### src/rtl/brent_kung_pipelined_adder.sv
// Parametrised Brent-Kung adder/subtractor with a configurable number of register
// cuts inside the prefix tree and a valid/ready stream interface.
module brent_kung_pipelined_adder #(
    parameter int unsigned WIDTH = 64,
    parameter int unsigned PIPE  = 2
) (
    input  logic             clk,
    input  logic             rst_n,
    input  logic             in_valid,
    output logic             in_ready,
    input  logic [WIDTH-1:0] a,
    input  logic [WIDTH-1:0] b,
    input  logic             cin,
    input  logic             sub,
    output logic             out_valid,
    input  logic             out_ready,
    output logic [WIDTH-1:0] sum,
    output logic             cout,
    output logic             ovf,
    output logic             zero
);
    localparam int unsigned LOGW = $clog2(WIDTH);
    localparam int unsigned NLVL = 2 * LOGW - 1;

    // Levels are split into PIPE+1 contiguous groups, earlier groups taking the remainder.
    function automatic bit cut_after(input int unsigned lv);
        int unsigned acc;
        bit          hit;
        acc = 0;
        hit = 1'b0;
        for (int unsigned q = 0; q < PIPE; q++) begin
            acc += NLVL / (PIPE + 1) + ((q < NLVL % (PIPE + 1)) ? 1 : 0);
            if (lv + 1 == acc) hit = 1'b1;
        end
        return hit;
    endfunction

    logic             w_adv;
    logic [WIDTH-1:0] w_bx;
    logic [WIDTH-1:0] r_g;
    logic [WIDTH-1:0] r_p;
    logic             r_c0;
    logic             r_v;

    assign w_adv    = ~out_valid | out_ready;
    assign in_ready = w_adv;
    assign w_bx     = sub ? ~b : b;

    always_ff @(posedge clk or negedge rst_n) begin
        if (!rst_n) begin
            r_g  <= '0;
            r_p  <= '0;
            r_c0 <= 1'b0;
            r_v  <= 1'b0;
        end else if (w_adv) begin
            r_g  <= a & w_bx;
            r_p  <= a ^ w_bx;
            r_c0 <= sub | cin;
            r_v  <= in_valid;
        end
    end

    // Index k holds the state entering prefix level k; index NLVL is the finished tree.
    logic [NLVL:0][WIDTH-1:0] w_g;
    logic [NLVL:0][WIDTH-1:0] w_p;
    logic [NLVL:0][WIDTH-1:0] w_pb;
    logic [NLVL:0]            w_c0;
    logic [NLVL:0]            w_v;

    // Carry-in enters as the generate of position -1, merged into bit 0.
    assign w_g[0]  = {r_g[WIDTH-1:1], r_g[0] | (r_p[0] & r_c0)};
    assign w_p[0]  = r_p;
    assign w_pb[0] = r_p;
    assign w_c0[0] = r_c0;
    assign w_v[0]  = r_v;

    for (genvar lv = 0; lv < NLVL; lv++) begin : g_lvl
        localparam int unsigned K  = (lv < LOGW) ? lv : 2 * LOGW - 2 - lv;
        localparam int unsigned SP = 1 << K;

        logic [WIDTH-1:0] w_go;
        logic [WIDTH-1:0] w_po;

        for (genvar j = 0; j < WIDTH; j++) begin : g_bit
            localparam bit ACT = (lv < LOGW) ? ((j + 1) % (2 * SP) == 0)
                                             : (((j + 1) % (2 * SP) == SP) && (j + 1 > 2 * SP));
            if (ACT) begin : g_op
                assign w_go[j] = w_g[lv][j] | (w_p[lv][j] & w_g[lv][j-SP]);
                assign w_po[j] = w_p[lv][j] & w_p[lv][j-SP];
            end else begin : g_pass
                assign w_go[j] = w_g[lv][j];
                assign w_po[j] = w_p[lv][j];
            end
        end

        if (cut_after(lv)) begin : g_cut
            logic [WIDTH-1:0] r_gs;
            logic [WIDTH-1:0] r_ps;
            logic [WIDTH-1:0] r_pbs;
            logic             r_c0s;
            logic             r_vs;

            always_ff @(posedge clk or negedge rst_n) begin
                if (!rst_n) begin
                    r_gs  <= '0;
                    r_ps  <= '0;
                    r_pbs <= '0;
                    r_c0s <= 1'b0;
                    r_vs  <= 1'b0;
                end else if (w_adv) begin
                    r_gs  <= w_go;
                    r_ps  <= w_po;
                    r_pbs <= w_pb[lv];
                    r_c0s <= w_c0[lv];
                    r_vs  <= w_v[lv];
                end
            end

            assign w_g[lv+1]  = r_gs;
            assign w_p[lv+1]  = r_ps;
            assign w_pb[lv+1] = r_pbs;
            assign w_c0[lv+1] = r_c0s;
            assign w_v[lv+1]  = r_vs;
        end else begin : g_comb
            assign w_g[lv+1]  = w_go;
            assign w_p[lv+1]  = w_po;
            assign w_pb[lv+1] = w_pb[lv];
            assign w_c0[lv+1] = w_c0[lv];
            assign w_v[lv+1]  = w_v[lv];
        end
    end

    logic [WIDTH:0]   w_c;
    logic [WIDTH-1:0] w_sum;

    assign w_c   = {w_g[NLVL], w_c0[NLVL]};
    assign w_sum = w_pb[NLVL] ^ w_c[WIDTH-1:0];

    always_ff @(posedge clk or negedge rst_n) begin
        if (!rst_n) begin
            out_valid <= 1'b0;
            sum       <= '0;
            cout      <= 1'b0;
            ovf       <= 1'b0;
            zero      <= 1'b0;
        end else if (w_adv) begin
            out_valid <= w_v[NLVL];
            sum       <= w_sum;
            cout      <= w_c[WIDTH];
            ovf       <= w_c[WIDTH] ^ w_c[WIDTH-1];
            zero      <= ~|w_sum;
        end
    end
endmodule
### config.mk
export PLATFORM = sky130hd
export DESIGN_NAME = brent_kung_pipelined_adder
export DESIGN_NICKNAME = d
export VERILOG_FILES = /design/src/rtl/brent_kung_pipelined_adder.sv
export SDC_FILE = /design/constraint.sdc
export NUM_CORES = 1
export LEC_CHECK = 0
export CORE_MARGIN = 2
export CORE_UTILIZATION = 45
export DETAILED_ROUTE_END_ITERATION = 16
export HOLD_SLACK_MARGIN = 0.12
export PLACE_DENSITY = 0.69
export RECOVER_POWER = 100
export SETUP_SLACK_MARGIN = 0.02
export SLEW_MARGIN = 40
export SYNTH_ARGS = -nofsm -noshare
export SYNTH_HDL_FRONTEND = slang
export SYNTH_SLANG_ARGS = --single-unit
### constraint.sdc
create_clock -name clk -period 5.7 [get_ports clk]
set_input_delay 1.14 -clock clk [delete_from_list [all_inputs] [get_ports clk]]
set_output_delay 1.14 -clock clk [all_outputs]
set_load 0.01 [all_outputs]
# Word-level counts from Yosys, hierarchy flattened
# Index checks and enable logic that the tools add are counted.
# classes
add_sub_neg,0
n_shift,0
div,0
magnitude_cmp,0
n_bitwise,316
eq_ne,0
mux,1
reduce_logical,2
mul,0
# op_table
op,count
bitwise AND 1 bit,187
XOR 64 bit,2
bitwise OR 1 bit,123
bitwise AND 64 bit,1
two-way mux 64 bit,1
inverter 64 bit,1
OR reduction 64 bit,1
logical NOT 1 bit,1
inverter 1 bit,1
XOR 1 bit,1
# totals
out_inout_bits,69
rom_bits,0
latchBits,0
ram_bits,0
mem_count,0
in_bits,134
register_bits,585
wordCells,338

# Logic depth before layout (Yosys ltp)
# Gate-level depths: netlist of the first run.
# depth
word_depth,10
depth_mapped,8
ltp_nobuf,8

# Least setup slack after synthesis of the first run
# Ideal clock, no wire load.
# synth_path
path_kind,input-to-output
from,input out_ready
to,output in_ready
required_time_ns,4.560
path_stages,6
slack_ns,2.664
path_buffers,4
arrival_ns,1.896
cell_sequence,nor2b_1 buf_6 inv_2 buf_2 buf_2 buf_2
# synth_between
elab_chain_len,1
# synth_rtl
element,line,rtl
"start, declared",16,"input logic out_ready,"
bitwise OR 1 bit,45,assign w_adv = ~out_valid | out_ready;
"end, declared",10,"output logic in_ready,"
# No other way between the ends.

# Worst setup path in the final report of the first run
# layout_path
from,input out_ready
to,register g_lvl[3].g_cut.r_gs[47]
# layout_between
elab_chain_len,1
# layout_rtl
element,line,rtl
bitwise OR 1 bit,45,
"end signal, assigned",111,r_gs <= w_go;
"end, declared",97,logic [WIDTH-1:0] r_gs;
# No other way between the ends.
# A chain may end at the register's enable or synchronous reset.

==> results of run 1 <==
-- stage by stage --
step / cells / hold WS (ps)
after floorplan: 2432 / 430
after global routing: 3239 / 475
after global placement: 3144 / 447
final: 3239 / 458
after CTS: 3238 / 467
after detailed placement: 3146 / 455
-- layout make-up --
cell class	instances	area, um^2	share of cell area (%)
Timing Repair Buffer	220	2240	8.58
Tap cell	615	769	2.95
Inverter	3	18.8	0.0720
Clock buffer	79	1550	5.96
Multi-Input combinational cell	1801	8640	33.2
Clock inverter	13	131	0.504
Sequential cell	508	12700	48.8
-- logic make-up (layout without fill, tap and decap cells) --
kind of cell	after synthesis	in the layout	share of synthesized area [%]
compound gates	162	162	4.73
xor+xnor	98	98	3.91
fa+ha+maj	95	95	5.42
buf+inv	123	315	2.70
flops	508	508	57.9
mux	1	1	0.0513
simple gates	1445	1445	25.3
-- flip-flops by register name, summed over array words and instances, names as in the netlist --
signal and cells:
r_v 1, g_lvl.g_cut.r_gs 128, cout 1, g_lvl.g_cut.r_c0s 2, r_g 64, r_p 64, out_valid 1, r_c0 1
sum 64, g_lvl.g_cut.r_pbs 65, g_lvl.g_cut.r_ps 113, g_lvl.g_cut.r_vs 2, ovf 1, zero 1
-- cell usage after synthesis --
cell type | count | share of area [%]
a21oi_1 | 28 | 0.64
inv_1 | 2 | 0.034
o211a_1 | 1 | 0.046
a32o_1 | 1 | 0.046
a22oi_1 | 1 | 0.034
nand3_1 | 17 | 0.39
buf_1 | 3 | 0.051
nand4_1 | 23 | 0.66
xor2_1 | 96 | 3.8
o21ai_1 | 6 | 0.14
o21bai_1 | 2 | 0.068
buf_2 | 98 | 2.2
nor2b_1 | 1 | 0.029
nor4_1 | 9 | 0.26
nor2_1 | 99 | 1.7
a211oi_1 | 2 | 0.068
o21ai_0 | 47 | 1.1
clkbuf_1 | 18 | 0.31
nand2_1 | 1286 | 22
a21o_1 | 54 | 1.8
or2_2 | 1 | 0.029
nor3_1 | 6 | 0.14
o41ai_1 | 3 | 0.12
o21a_1 | 4 | 0.14
inv_2 | 1 | 0.017
o211ai_1 | 3 | 0.10
a21oi_2 | 2 | 0.080
buf_6 | 1 | 0.051
mux2_1 | 1 | 0.051
o31ai_1 | 3 | 0.10
o32a_1 | 3 | 0.14
ha_1 | 95 | 5.4
xnor2_1 | 2 | 0.080
o32ai_1 | 1 | 0.040
nand2b_1 | 1 | 0.029
or2_1 | 2 | 0.057
dfrtp_1 | 508 | 58
a211oi_2 | 1 | 0.057
-- layer usage --
metal / GRT usage [%] / vias to the layer above
met5: 0 / -
met4: 5.81 / 0
met3: 3.23 / 65
met2: 31.1 / 291
met1: 26.4 / 7606
li1: - / 7971
-- worst max-delay path, cell delays in order --
cell,delay (ps)
dlygate4sd3_1,530
nor2b_1,460
buf_12,490
buf_16,330
clkbuf_2,1250
a211oi_1,110
o21ai_0,150
o32a_1,160
-- worst min-delay path by stage --
stage,start,endpoint,slack (ps),cells past startpoint
after floorplan,g_lvl[7].g_cut.r_vs$_DFFE_PN0P_,g_lvl[7].g_cut.r_vs$_DFFE_PN0P_,430,2
after global placement,g_lvl[7].g_cut.r_vs$_DFFE_PN0P_,g_lvl[7].g_cut.r_vs$_DFFE_PN0P_,450,2
after detailed placement,g_lvl[3].g_cut.r_pbs[25]$_DFFE_PN0P_,g_lvl[3].g_cut.r_pbs[25]$_DFFE_PN0P_,460,2
after CTS,g_lvl[3].g_cut.r_pbs[49]$_DFFE_PN0P_,g_lvl[7].g_cut.r_pbs[49]$_DFFE_PN0P_,470,2
after global routing,sum[18]$_DFFE_PN0P_,sum[18]$_DFFE_PN0P_,470,2
final,sum[18]$_DFFE_PN0P_,sum[18]$_DFFE_PN0P_,460,2
-- power by group --
part | switching [mW] | total (mW) | internal, mW | leakage (nW)
logic | 2.58 | 4.29 | 1.71 | 6.55
clock network | 1.36 | 3.33 | 1.96 | 0.827
registers | 0.993 | 6.12 | 5.12 | 6.34
total | 4.94 | 13.7 | 8.80 | 13.7
==> summary.txt, run 1 <==
Post-CTS resize count - 0
Routed Antenna Nets - 0
Row cnt - 80
Crit path to - g_lvl[3].g_cut.r_gs[47]$_DFFE_PN0P_
CTS Hold Bufs - 0
Gate Count Post-Synth - 2432
Routability cong. - 0.816
Post-CTS Setup Repair Bufs - 0
Initial Util - 45.8%
I/O Buffers - 202
Final period util - 75.4%
Filler cells - 4283
CP Capture Type - flip-flop
Routed met3 length - 2260 um
Yosys cell types - 38
Reg2reg start - out_valid$_DFFE_PN0P_
Max cap viols - 7
Power consumption - 13.7 mW
Status - finished, violations left
RSZ-0062 raised after global routing - false
Synth Net Count - 2661
CTS buffer count - 52
Hpwl dp - 32100 um
Syn_area_per_cell - 9.02 um^2
Final net count - 2815
Crit start category - primary input
Crit path max fanout - 146
Layout area overhead - 18.8%
DRT Pass-1 Iters - 5
Tot GR Track Use - 19.1%
Max_slew headroom - -84.4%
Synthesized flop and latch total - 508
CTS tree - yes
Initial antenna violation count - 1
Reg2reg setup slack - 2150 ps
Worst skew pair latency - 580 ps
Met1 wire length - 21200 um
Reg2reg path depth - 7
Residual DRC - 0
Most common cell after layout, fill and taps aside - nand2_1
DR WL met2 - 22600 um
Drt total wl - 47200 um
Worst Path Arrival - 4820 ps
Worst IR Drop VDD - 0.000221 V
Worst R2R End - g_lvl[3].g_cut.r_gs[47]$_DFFE_PN0P_
Width of the die - 225 um
Register area share after synthesis - 57.9%
Overflow after GRT - 0
Pins over their slew limit - 561
Kind of critical path - primary input to flip-flop
Warnings, synthesis - 0
Top Ports - 203
Fraction of layout instances using a drive strength above 1 - 3.85%
Largest net degree at the start of global routing - 224
Buffer levels on the longest clock path - 3
Synthesized cell area - 0.0219 mm^2
Period minus WS final - 4300 ps
Clk slew on worst S/H paths - 60 ps
Fin util - 54.4%
Total Die Area - 0.0506 mm^2
Crit. Startpoint - out_ready
Vias in the first global route - 15500
PwrDens - 527 mW/mm^2
Final setup viols - 0
Crit path required time - 6220 ps
Core Area - 0.0479 mm^2
Wire per inst - 14.6 um
Area after DPL - 0.0244 mm^2
Final Cell Area - 0.0261 mm^2
N_diodes - 0
Min setup slack post-route - 1400 ps
CTS Sinks - 508
Final count of hold timing violations - 0
H-tree levels - 2
Setup TNS - 0 ps
Root Driver - clkbuf_16
First-pass GRT wire length - 78500 um
Most frequent cells in the layout - 1286 x nand2_1, 508 x dfrtp_1, 130 x clkdlybuf4s50_1
Dpl ws - 1750 ps
Leakage - 13.7 nW
Clock Skew - 10.6 ps
Worst-margin pin slew - 2770 ps
Die height - 225 um
Top Layer Used - met4
Vias - 15900
Failing checks - capacitance limit, slew limit
Fmax - 233 MHz
Vias/cell - 4.92
DRT iter0 DRCs - 1147
Worst Hold Class - flip-flop to flip-flop
No activity file was read; power rests on OpenSTA's default activity.
==> run 2, diff against run 1 <==
clock period = 4.4 ns   (was 5.7 ns; I/O delays follow)
==> run 2 against run 1 <==
  * The run still ends with capacitance limit, slew limit left
  * Clock skew is 5.2 ps higher
  * Global-route usage rose by 0.20 points
  * Clock-buffer cell count down 2
  * Total power rose by 31%
  * Die area is the same
  * Critical path type unchanged
==> summary.txt, run 2 (synthesis results as in run 1) <==
Root Driver - clkbuf_16
Hpwl dp - 32200 um
Vias - 16000
Wire per inst - 14.7 um
Width of the die - 225 um
CP Capture Type - flip-flop
Residual DRC - 0
Initial Util - 45.8%
Reg2reg setup slack - 1220 ps
Most frequent cells in the layout - 1286 x nand2_1, 508 x dfrtp_1, 130 x clkdlybuf4s50_1
Initial antenna violation count - 1
Post-Place Cells - 3151
Hold_ws - 455 ps
Crit path required time - 4860 ps
Setup TNS - 0 ps
First-pass GRT wire length - 79400 um
Core Area - 0.0479 mm^2
Final net count - 2820
Failing checks - capacitance limit, slew limit
Top Ports - 203
Routability cong. - 0.804
Worst-margin pin slew - 3180 ps
Clk slew on worst S/H paths - 60 ps
Tot GR Track Use - 19.3%
Vias/cell - 4.92
Reg2reg start - out_valid$_DFFE_PN0P_
Final cell count without fillers - 3244
Die height - 225 um
PwrDens - 686 mW/mm^2
Reg2reg path depth - 5
Final period util - 81.3%
Most common cell after layout, fill and taps aside - nand2_1
Hold depth - 2
Drt total wl - 47700 um
CTS Sinks - 508
Crit. Startpoint - out_ready
CTS Hold Bufs - 0
Largest net degree at the start of global routing - 226
Power consumption - 17.9 mW
Routed Antenna Nets - 0
CP max stage delay - 1660 ps
Pins over their slew limit - 724
H-tree levels - 2
Worst skew pair latency - 590 ps
Leakage - 13.8 nW
Crit path max fanout - 120
Layout area overhead - 19.2%
N_diodes - 0
Total Die Area - 0.0506 mm^2
Kind of critical path - primary input to flip-flop
Worst IR Drop VDD - 0.000296 V
Post-CTS Setup Repair Bufs - 0
Fmax - 280 MHz
Crit path to - g_lvl[3].g_cut.r_gs[23]$_DFFE_PN0P_
Worst Hold Class - flip-flop to flip-flop
DRT Pass-1 Iters - 5
Regs by FF count - g_lvl.g_cut.r_gs: 128 flops, g_lvl.g_cut.r_ps: 113 flops, g_lvl.g_cut.r_pbs: 65 flops
Fraction of layout instances using a drive strength above 1 - 4.15%
CTS buffer count - 51
Fin util - 54.6%
Crit path cell chain - dlygate4sd3_1 > nor2b_4 > inv_8 > clkbuf_2 > o211ai_1 > o21a_1
Final count of hold timing violations - 0
CP max stage cell - clkbuf_2
Row cnt - 80
Post-CTS resize count - 0
Final setup viols - 0
Top reg by flops - g_lvl.g_cut.r_gs
Worst Path Arrival - 4040 ps
Crit start category - primary input
Buffer levels on the longest clock path - 3
Clock Skew - 15.8 ps
Vias in the first global route - 15600
Period minus WS final - 3580 ps
CTS tree - yes
Max FFs per register - 128
Max cap viols - 7
RSZ-0062 raised after global routing - false
I/O Buffers - 202
Overflow after GRT - 0
Max_slew headroom - -112%
Status - finished, violations left
Worst R2R End - g_lvl[3].g_cut.r_gs[23]$_DFFE_PN0P_
DRT iter0 DRCs - 1157
[run 2: changes by cell type in the layout (fill, tap and decap cells not counted), sizes merged]
| cell | delta |
|---|---|
| buf | +4 |
| inv | -2 |
| clkinvlp | +1 |
| bufinv | +2 |
[run 2: worst min-delay path by stage]
stage                                         start                              endpoint  slack (ps)
5_1_grt        g_lvl[3].g_cut.r_pbs[47]$_DFFE_PN0P_  g_lvl[7].g_cut.r_pbs[47]$_DFFE_PN0P_         480
2_1_floorplan       g_lvl[7].g_cut.r_vs$_DFFE_PN0P_       g_lvl[7].g_cut.r_vs$_DFFE_PN0P_         430
3_3_place_gp        g_lvl[7].g_cut.r_vs$_DFFE_PN0P_       g_lvl[7].g_cut.r_vs$_DFFE_PN0P_         450
4_1_cts                                       rst_n    g_lvl[3].g_cut.r_ps[0]$_DFFE_PN0P_         220
3_5_place_dp    g_lvl[3].g_cut.r_ps[54]$_DFFE_PN0P_   g_lvl[3].g_cut.r_ps[54]$_DFFE_PN0P_         450
6_report       g_lvl[3].g_cut.r_pbs[47]$_DFFE_PN0P_  g_lvl[7].g_cut.r_pbs[47]$_DFFE_PN0P_         460
[run 2: area by class of cell]
class | count | area, um^2
Sequential cell | 508 | 12700
Inverter | 3 | 18.8
Clock buffer | 77 | 1540
Multi-Input combinational cell | 1801 | 8650
Tap cell | 615 | 769
Timing Repair Buffer | 226 | 2300
Clock inverter | 14 | 181
Fill cell | 4283 | 21800
[run 2: power by group]
group / total, mW / leakage [nW] / internal (mW) / switching (mW)
Sequential: 7.95 / 6.34 / 6.63 / 1.31
Combinational: 5.57 / 6.59 / 2.23 / 3.35
Clock: 4.42 / 0.838 / 2.63 / 1.78
Total: 17.9 / 13.8 / 11.5 / 6.45
[run 2: stage by stage]
stage	setup slack, ps	cell area [um^2]
after detailed placement	1140	24500
after CTS	1130	26200
after global routing	589	26200
after floorplan	1880	21900
final	822	26200
after global placement	1140	24400
[run 2: critical path: cells and delay by family]
kind | cells | cell delay [ps]
buffers and inverters | 3 | 2480
and+or+nand+nor | 1 | 100
AOI/OAI and AO/OA | 2 | 430
[run 2: per-layer routing]
metal | GRT usage (%) | part of all wire [%] | vias up
li1 | - | - | 7982
met1 | 26.6 | 46 | 7662
met2 | 31.9 | 48 | 241
met3 | 2.83 | 3.7 | 67
met4 | 5.43 | 2.2 | 2
met5 | 1.08 | 0.15 | -
==> run 3, diff against run 2 <==
PLACE_DENSITY = 0.71   (was 0.69)
clock period = 3.2 ns   (was 4.4 ns; I/O delays follow)
==> run 3 against run 2 <==
  * Sequential power increased by 37%
  * Clock skew increased by 6.3 ps
  * The flow now finishes without violations
  * Global-route usage grew 0.062 points
  * Clock-buffer cell count decreased by 5
  * Via count shrank 0.50%
  * Sequential share of layout area hardly changed
  * Flip-flop and latch count did not move
  * Routed wire length up 0.58%
  * Final area barely moved
  * Clock power rose by 38%
  * Final cell count rose by 0.25%
  * Utilization about the same
  * Critical endpoint is now in_ready
==> summary.txt, run 3 (synthesis results as in run 1) <==
CTS buffer count - 51
Tot GR Track Use - 19.4%
WP buf/inv - 3
Post-CTS resize count - 0
RSZ-0062 raised after global routing - false
Post-CTS Setup Repair Bufs - 0
CTS tree - yes
Regs by FF count - g_lvl.g_cut.r_gs: 128 flops, g_lvl.g_cut.r_ps: 113 flops, g_lvl.g_cut.r_pbs: 65 flops
PwrDens - 944 mW/mm^2
Int Pwr - 15.8 mW
Final period util - 87.2%
Worst IR Drop VDD - 0.000367 V
Crit path required time - 2560 ps
Initial Util - 45.8%
Leakage - 13.8 nW
Vias/cell - 4.88
Worst Hold Class - flip-flop to flip-flop
Top reg by flops - g_lvl.g_cut.r_gs
Worst skew pair latency - 580 ps
Clk slew on worst S/H paths - 60 ps
Switching part of the total - 35.9%
Wire per inst - 14.7 um
Most numerous cell on the critical path - dlygate4sd3_1
Area after DPL - 0.0245 mm^2
Kind of critical path - primary input to primary output
Residual DRC - 0
Overflow after GRT - 0
Period minus WS final - 2790 ps
H-tree levels - 2
Width of the die - 225 um
Max cap viols - 0
Root Driver - clkbuf_16
CP Capture Type - primary output
Share of power burned in the clock network - 24.7%
CP max stage delay - 620 ps
Fraction of layout instances using a drive strength above 1 - 4.29%
Row cnt - 80
Initial antenna violation count - 0
Crit path cell chain - dlygate4sd3_1 > nor2b_4 > inv_8 > dlygate4sd3_1
Core Area - 0.0479 mm^2
DRT Pass-1 Iters - 6
Worst Path Arrival - 2150 ps
I/O Buffers - 202
CP max stage cell - dlygate4sd3_1
First-pass GRT wire length - 79100 um
Vias in the first global route - 15600
Layout area overhead - 19.3%
Power share of the sequential group - 44.2%
Largest net degree at the start of global routing - 176
N_diodes - 0
Top Ports - 203
Routed Antenna Nets - 0
Max_slew headroom - 10.8%
Final net count - 2828
Status - finished clean
Combinational fraction of design power - 31.0%
Crit path max fanout - 8
Most common cell after layout, fill and taps aside - nand2_1
CTS Sinks - 508
Max FFs per register - 128
Final Cell Area - 0.0262 mm^2
Pins over their slew limit - 0
Die height - 225 um
Hpwl dp - 32900 um
Reported net switching power - 8.87 mW
Most frequent cells in the layout - 1286 x nand2_1, 508 x dfrtp_1, 130 x clkdlybuf4s50_1
Setup TNS - 0 ps
DRT iter0 DRCs - 1091
Vias - 15900
CP top delay family - buffers and inverters
Drt total wl - 47900 um
Final setup viols - 0
Total Die Area - 0.0506 mm^2
Routability cong. - 0.815
Clock Skew - 22.2 ps
Worst-margin pin slew - 1340 ps
Crit start category - primary input
Final count of hold timing violations - 0
Buffer levels on the longest clock path - 3
Fmax - 359 MHz
[run 3: cell count changes in the layout (fill, tap and decap cells not counted), moves of 3 or more]
cell       change
clkbuf_1       +3
clkbuf_2       +4
clkinv_4       +3
bufinv_16      +3
clkbuf_8       -4
[run 3: cell type report]
type / count / area, um^2
fillers: 4245 / 21800
clock inverters: 19 / 292
repair buffers: 234 / 2310
flip-flops and latches: 508 / 12700
multi-input cells: 1801 / 8650
well taps: 615 / 769
inverters: 3 / 18.8
clock buffers: 72 / 1440
[run 3: layer usage]
layer  vias to the layer above  GRT usage (%)  wire length, um
li1                       7987              -                -
met1                      7554           26.7            21900
met2                       269           32.0            23000
met3                        65           2.73             1950
met4                         0           6.00             1090
met5                         -              0                0
[run 3: worst min-delay path, stage by stage (launching register included)]
cell,delay [ps]
dfrtp_1,330
nand2_1,50
nand2_1,50
[run 3: worst paths after layout]
path / to / from / cells past startpoint / slack [ps]
setup / recovery: in_ready / out_ready / 4 / 410
hold / removal: sum[16]$_DFFE_PN0P_ / sum[16]$_DFFE_PN0P_ / 2 / 460
setup reg to reg: zero$_DFFE_PN0P_ / g_lvl[7].g_cut.r_gs[47]$_DFFE_PN0P_ / 8 / 760
hold reg to reg: sum[16]$_DFFE_PN0P_ / sum[16]$_DFFE_PN0P_ / 2 / 460
max in group asynchronous: r_p[18]$_DFFE_PN0P_ / rst_n / 3 / 730
min in group asynchronous: g_lvl[7].g_cut.r_ps[2]$_DFFE_PN0P_ / rst_n / 2 / 900
[run 3: power by group through the flow]
stage | logic [mW] | clock network, mW | registers (mW)
floorplan | 4.94 | 0 | 10.7
global placement | 7.77 | 0 | 10.9
detailed placement | 7.98 | 0 | 11.0
CTS | 8.05 | 6.27 | 11.0
global route | 8.80 | 6.52 | 11.3
finish | 7.67 | 6.11 | 10.9
[run 3: what timing repair did]
| item | in CTS | in global routing |
|---|---|---|
| hold buffers | 1 | 0 |
| endpoints found under the hold margin | 39 | 0 |
| endpoints found under the setup margin | 0 | 0 |
[run 3: through the flow]
| step | setup WS (ps) | power [mW] | utilization, % | hold WS, ps | cells |
|---|---|---|---|---|---|
| 6_report | 411 | 24.7 | 54.6 | 462 | 3252 |
| 5_1_grt | 371 | 26.6 | 54.6 | 478 | 3252 |
| 4_1_cts | 626 | 25.3 | 54.8 | 460 | 3252 |
| 3_5_place_dp | 541 | 19.0 | 51.2 | 447 | 3160 |
| 3_3_place_gp | 566 | 18.7 | 51.2 | 444 | 3160 |
| 2_1_floorplan | 1160 | 15.6 | - | 344 | 2432 |
